## src/rtl/mips_arith_pkg.sv

```systemverilog
// mips_arith_pkg: sequencer states and widths shared by the MIPS_CPU multiplier and divider.
package mips_arith_pkg;
  localparam int N  = 16;
  localparam int DW = 2 * N;
  localparam int AW = 2 * N + 1;
  localparam int CW = $clog2(N);
  typedef enum logic [1:0] {IDLE, DIV, DONE} state_t;
endpackage

```

## src/rtl/divisor_control.sv

```systemverilog
// divisor_control: St/Idle/Done sequencer with the per-bit iteration down-counter.
module divisor_control
  import mips_arith_pkg::*;
(
  input  logic i_clk,
  input  logic i_rst,
  input  logic i_st,
  input  logic i_ovf,
  output logic o_load,
  output logic o_step,
  output logic o_done,
  output logic o_idle
);
  state_t r_state, w_nxt;
  logic [CW-1:0] r_cnt, w_cnt_nxt;
  always_ff @(posedge i_clk) begin
    if (i_rst) begin
      r_state <= IDLE;
      r_cnt   <= '0;
    end else begin
      r_state <= w_nxt;
      r_cnt   <= w_cnt_nxt;
    end
  end
  always_comb begin
    o_idle    = r_state == IDLE;
    o_step    = r_state == DIV;
    o_done    = r_state == DONE;
    o_load    = o_idle && i_st;
    w_nxt     = o_load ? (i_ovf ? DONE : DIV) :
                o_step ? (r_cnt == '0 ? DONE : DIV) :
                o_done ? IDLE : r_state;
    w_cnt_nxt = (o_load && !i_ovf) ? CW'(N - 1) :
                (o_step && r_cnt != '0) ? r_cnt - 1'b1 : r_cnt;
  end
endmodule

```

## src/rtl/divisor_seq.sv

```systemverilog
// divisor_seq: restoring divider, 2N-bit dividend by N-bit divisor, one quotient bit per clock.
module divisor_seq
  import mips_arith_pkg::*;
(
  input  logic          Clk,
  input  logic          reset,
  input  logic          St,
  input  logic [DW-1:0] Dividendo,
  input  logic [N-1:0]  Divisor,
  output logic [N-1:0]  Quociente,
  output logic [N-1:0]  Resto,
  output logic          Idle,
  output logic          Done,
  output logic          Ovf
);
  logic [AW-1:0] r_acc;
  logic [N-1:0]  r_dreg;
  logic          r_ovf;
  logic          w_load, w_step, w_ovf;
  logic [AW-1:0] w_s;
  logic [N:0]    w_t;
  divisor_control u_ctrl (
    .i_clk (Clk),
    .i_rst (reset),
    .i_st  (St),
    .i_ovf (w_ovf),
    .o_load(w_load),
    .o_step(w_step),
    .o_done(Done),
    .o_idle(Idle)
  );
  // A high half >= divisor means the quotient cannot fit in N bits; also catches divisor 0.
  assign w_ovf = Dividendo[DW-1:N] >= Divisor;
  assign w_s   = r_acc << 1;
  assign w_t   = w_s[DW:N] - {1'b0, r_dreg};
  always_ff @(posedge Clk) begin
    if (reset) begin
      r_acc  <= '0;
      r_dreg <= '0;
      r_ovf  <= 1'b0;
    end else if (w_load) begin
      r_dreg <= Divisor;
      r_acc  <= w_ovf ? '0 : {1'b0, Dividendo};
      r_ovf  <= w_ovf;
    end else if (w_step) begin
      r_acc  <= w_t[N] ? w_s : {w_t, w_s[N-1:1], 1'b1};
    end
  end
  assign Quociente = r_acc[N-1:0];
  assign Resto     = r_acc[DW-1:N];
  assign Ovf       = r_ovf;
endmodule
```

## config.mk

```make
export PLATFORM = sky130hd
export DESIGN_NAME = divisor_seq
export DESIGN_NICKNAME = d
export VERILOG_FILES = /design/src/rtl/mips_arith_pkg.sv /design/src/rtl/divisor_control.sv /design/src/rtl/divisor_seq.sv
export SDC_FILE = /design/constraint.sdc
export NUM_CORES = 1
export LEC_CHECK = 0
export CORE_MARGIN = 8
export CORE_UTILIZATION = 45
export CTS_CLUSTER_DIAMETER = 60
export DETAILED_ROUTE_END_ITERATION = 8
export GPL_ROUTABILITY_DRIVEN = 0
export PLACE_DENSITY = 0.73
export SLEW_MARGIN = 20
export SYNTH_ARGS = -nofsm -noshare
export SYNTH_HDL_FRONTEND = slang
export SYNTH_SLANG_ARGS = --single-unit
```

## constraint.sdc

```tcl
create_clock -name Clk -period 3.35 [get_ports Clk]
set_clock_uncertainty 0.15 [all_clocks]
set_input_delay 0.5025 -clock Clk [delete_from_list [all_inputs] [get_ports Clk]]
set_output_delay 0.5025 -clock Clk [all_outputs]
set_load 0.05 [all_outputs]
```

# Word-level counts from Yosys, hierarchy flattened
# Cells that the tools add are included.
[totals]
regBits = 55
in_bits = 51
out_inout_bits = 35
wordCells = 31
[classes]
add_sub_neg = 2
magnitude_cmp = 1
n_eq_ne = 2
muxes = 11
n_reduce_logical = 10
[op_table]
columns = ["op", "count"]
rows = [
  ["$mux 32", 4],
  ["$sub 17x16->17", 1],
  ["$ge 16x16->1", 1],
  ["$mux 2", 5],
  ["$mux 4", 2],
  ["$logic_not 4->1", 1],
  ["$reduce_bool 2->1", 2],
  ["$reduce_bool 4->1", 1],
  ["$sub 4x1->4 const B", 1],
  ["$logic_and 1x1->1", 3],
  ["$reduce_bool 3->1", 1],
  ["$eq 2x1->1 const B", 1],
  ["$eq 2x2->1 const B", 1],
  ["$logic_not 2->1", 1],
  ["$logic_not 1->1", 1],
]

# Longest topological paths before layout
[logic_depth]
depth_word = 4
ltp_mapped = 11

# Modules after synthesis
# A second synthesis with hierarchy kept.
[hier_totals]
hier_cells = 482
hier_area_um2 = 3903.7
[modules_own_cells]
columns = ["module", "instances", "cells_each", "area_each_um2"]
rows = [
  ["divisor_seq", 1, 444, 3584.7],
  ["divisor_control", 1, 38, 319.1],
]

# Worst setup path before layout
# No wires, ideal clock.
[synth_path]
kind = "reg-to-reg"
startpoint = "reg r_acc[15]"
endpoint = "reg r_acc[16]"
setup_time_ps = 88
t_arrival_ps = 3041
required_time_ps = 3112
slack_ps = 71
path_stages_with_launch = 12
n_path_buf = 1
synth_period_minus_slack_ps = 3279
cell_sequence = "dfxtp_1 > inv_1 > ha_1 > fa_1 > nand2b_1 > a211o_2 > a21o_4 > nand3_1 > nor2b_2 > buf_6 > mux2_4 > a311oi_2"
[synth_via]
elab_chain_cells = 4
[synth_lines]
columns = ["item", "line", "source"]
rows = [
  ["start: declaration", "divisor_seq.sv:16", "logic [AW-1:0] r_acc;"],
  ["start signal: assignment", "divisor_seq.sv:43", "r_acc <= w_ovf ? '0 : {1'b0, Dividendo};"],
  ["start signal: assignment", "divisor_seq.sv:46", "r_acc <= w_t[N] ? w_s : {w_t, w_s[N-1:1], 1'b1};"],
  ["$sub 17x16->17", "divisor_seq.sv:35", "assign w_t = w_s[DW:N] - {1'b0, r_dreg};"],
  ["$mux 32 *", "divisor_seq.sv:46", ""],
  ["$mux 32 *", "divisor_seq.sv:45", "end else if (w_step) begin"],
  ["$mux 32 *", "divisor_seq.sv:41", "end else if (w_load) begin"],
]
# Every way passes the cells marked *; elsewhere a longest branch is shown, timed or not. The select of a mux whose other input is x is not followed.
# A chain may end at the register's enable or synchronous reset.

# Final worst setup path
[layout_path]
startpoint = "reg r_acc[15]"
endpoint = "reg r_acc[26]"
[layout_via]
elab_chain_cells = 4
[layout_lines]
columns = ["item", "line"]
rows = [
  ["$sub 17x16->17", "divisor_seq.sv:35"],
  ["$mux 32", "divisor_seq.sv:46"],
  ["$mux 32", "divisor_seq.sv:45"],
  ["$mux 32", "divisor_seq.sv:41"],
]
# Every way passes these cells. The select of a mux whose other input is x is not followed.

==> results.cfg <==
[synthesis]
synth_area_sq_mm = 0.00381
ys_ff_latch = 55
synth_ff_type = dfxtp_1
synth_cells = 510
synth_edf_count = 0
synth_nets = 598
yosysSeqAreaShare_pct = 28.9
synth_warnings = 0
synth_cell_type_count = 61
syn_area_per_cell_sq_um = 7.48
async_reset_ff_share_pct = 0

[timing]
hold_viol_final = 0
fmax_ghz = 0.318
holdWs_ps = 312
tns_ps = 0
worstMarginPinSlew_ps = 680
period_needed_ps = 3140
final.period_utilization_pct = 93.7
slew_violations = 0
rsz0062_at_grt = no
relSlewSlack_pct = 54.5
setup_violations = 0

[grt]
grt_pass1_wl_um = 18300
grt.overflow.total = 0
antenna_found_initial = 0
grt_max_degree = 34
grt_pass1_vias = 3811
track_usage_pct = 18.9

[run_status]
status = complete, no violations

[clocking]
cts_resized = 0
hold_buffers = 0
root_buffer = clkbuf_8
cts.clk_slew.worst_paths_ps = 100
cts_tree = built
cts.sinks = 55
cts_setup_buffers = 0
cts_made_buffers = 5
clk_path_buf_depth = 2
cts_max_level = 2
insertion_delay_ps = 310

[setup_path]
critical-path-max-stage-delay_ps = 400
cp_max_fo = 6
r2r_start = r_acc[15]
cp.arrival_ps = 3200
cp-end-kind = flip-flop
cp-startpoint = r_acc[15]
crit_top_cell = nand3_1
worstReg2RegEnd = r_acc[26]
rr_worst_depth = 11
critPathLaunchType = flip-flop
criticalPathCategory = reg2reg
critPathRequiredTime_ps = 3410
cp_slowest_cell = fa_1
r2r_setup_slack_ps = 210
crit_chain = inv_1 -> ha_1 -> fa_1 -> nand2b_1 -> a211o_2 -> a21o_4 -> nand3_1 -> nor3b_2 -> buf_4 -> nand3_1 -> a311oi_1

[die]
die_h_um = 108
initial_core_util_pct = 46.4
die_area_sq_mm = 0.0117
coreArea_sq_mm = 0.00822
io_pins = 86
die_w_um = 108
rows = 33

[hold_path]
hold_class = reg2reg
hold_depth = 2
hold-path-endpoint = r_dreg[3]
hp-start = r_dreg[3]

[power_and_ir_drop]
total_power_uw = 3350
max-vdd-ir-drop_v = 0.000353
total_leakage_power_uw = 0.00193
power.density_mw_per_mm2 = 688

[layout]
fill_cells = 761
fin_nets = 674
final_cells = 692
diodes = 0
areaGrowthSynthToFinish_pct = 27.8
drive_gt1_share_pct = 6.64

[route]
avgViaCountPerCell = 5.67
routed_wl_um = 11200
antenna_left = 0
wl_per_cell_um = 16.2
drt_iter0_markers = 247
vias = 3925
drc = 0
drt_first_pass_iters = 5

[place]
io_buffer_count = 85
dp_cells = 684
hpwlAfterDp_um = 8880

[run]
maxCapViolCount = 0
==> worst max-delay path by stage <==
| stage | end | slack (ps) | cells past startpoint |
|---|---|---|---|
| floorplan | r_acc[16] | 70 | 11 |
| global placement | r_acc[27] | 270 | 11 |
| detailed placement | r_acc[27] | 200 | 11 |
| CTS | r_acc[26] | 230 | 11 |
| global route | r_acc[26] | 40 | 11 |
| finish | r_acc[26] | 210 | 11 |
==> state kept, by name (all words and copies together) (netlist names) <==
signal and flops:
r_acc 32, u_ctrl.r_state 2, r_dreg 16, Ovf 1, u_ctrl.r_cnt 4
==> layer usage <==
| layer | part of all wire [%] | wire, um | up-vias | track usage (%) |
|---|---|---|---|---|
| met3 | 6.7 | 753 | 11 | 4.05 |
| met5 | 0 | 0 | - | 0 |
| met1 | 45 | 5020 | 1830 | 24.4 |
| li1 | - | - | 1948 | - |
| met4 | 1.1 | 119 | 0 | 3.77 |
| met2 | 48 | 5330 | 136 | 31.6 |
==> synthesized netlist by cell type, drive strengths merged (3+ instances only) <==
| master | number | share of area [%] |
|---|---|---|
| nand2 | 69 | 6.9 |
| dfxtp | 55 | 29 |
| nor2 | 53 | 5.2 |
| inv | 48 | 4.7 |
| a21oi | 47 | 6.5 |
| o21ai | 39 | 5.1 |
| ha | 36 | 12 |
| a211oi | 25 | 5.2 |
| clkbuf | 22 | 2.2 |
| nand3 | 12 | 1.6 |
| a311oi | 8 | 2.2 |
| nor3 | 8 | 1.0 |
| xnor2 | 7 | 1.6 |
| o21a | 6 | 1.2 |
| a31oi | 5 | 0.82 |
| a32oi | 5 | 1.1 |
| buf | 4 | 0.62 |
| nand2b | 4 | 0.66 |
| nor2b | 4 | 0.72 |
| o31ai | 4 | 0.79 |
| or3 | 4 | 0.66 |
| mux2i | 3 | 0.79 |
| o211ai | 3 | 0.59 |
==> layout make-up <==
class	count	area [sq um]	area share [%]
Multi-Input combinational cell	381	2430	49.8
Sequential cell	55	1100	22.6
Timing Repair Buffer	95	933	19.2
Inverter	48	180	3.70
Tap cell	105	131	2.70
Clock buffer	6	82.6	1.69
Clock inverter	2	16.3	0.334
==> cell usage in the layout, fill, tap and decap left out, drive strengths merged, types with 3 or more instances in the layout <==
cell	instances
a31oi	5
mux2i	3
dfxtp	55
o21a	6
xnor2	7
clkdlybuf4s50	84
a211oi	25
a32oi	5
buf	11
inv	48
nand3	12
clkbuf	6
or3	4
ha	36
nor3	8
o211ai	3
o21ai	39
o31ai	4
nor2	53
nand2b	4
a21oi	47
a311oi	8
nand2	69
nor2b	4
==> cells by family after synthesis <==
logic type	count (synthesis)	share of synthesized area, %
simple gates	171	20.2
buf+inv	74	7.51
xor+xnor	9	2.07
fa+ha+maj	37	12.3
compound gates	159	27.4
mux	5	1.57
flops	55	28.9
==> critical path, delay by kind of cell, from the launching register on <==
kind | cells | cell delay, ps
DFF | 1 | 340
AOI/OAI and AO/OA | 3 | 850
buffers and inverters | 2 | 280
adders and majority gates | 2 | 640
and+or+nand+nor | 4 | 790
==> through the flow <==
| stage | setup WS [ps] | cell area, sq um | util, % |
|---|---|---|---|
| floorplan | 71.2 | 3810 | - |
| CTS | 235 | 4870 | 59.3 |
| global route | 40.5 | 4870 | 59.3 |
| global placement | 269 | 4770 | 58.1 |
| finish | 210 | 4870 | 59.3 |
| detailed placement | 196 | 4770 | 58.1 |
==> where the power goes <==
group / switching, uW / internal [uW] / leakage [uW]
logic: 1260 / 823 / 0.00143
registers: 114 / 764 / 0.000454
clock network: 222 / 169 / 0.0000474
Note: power is estimated with default switching activity, not from simulation.
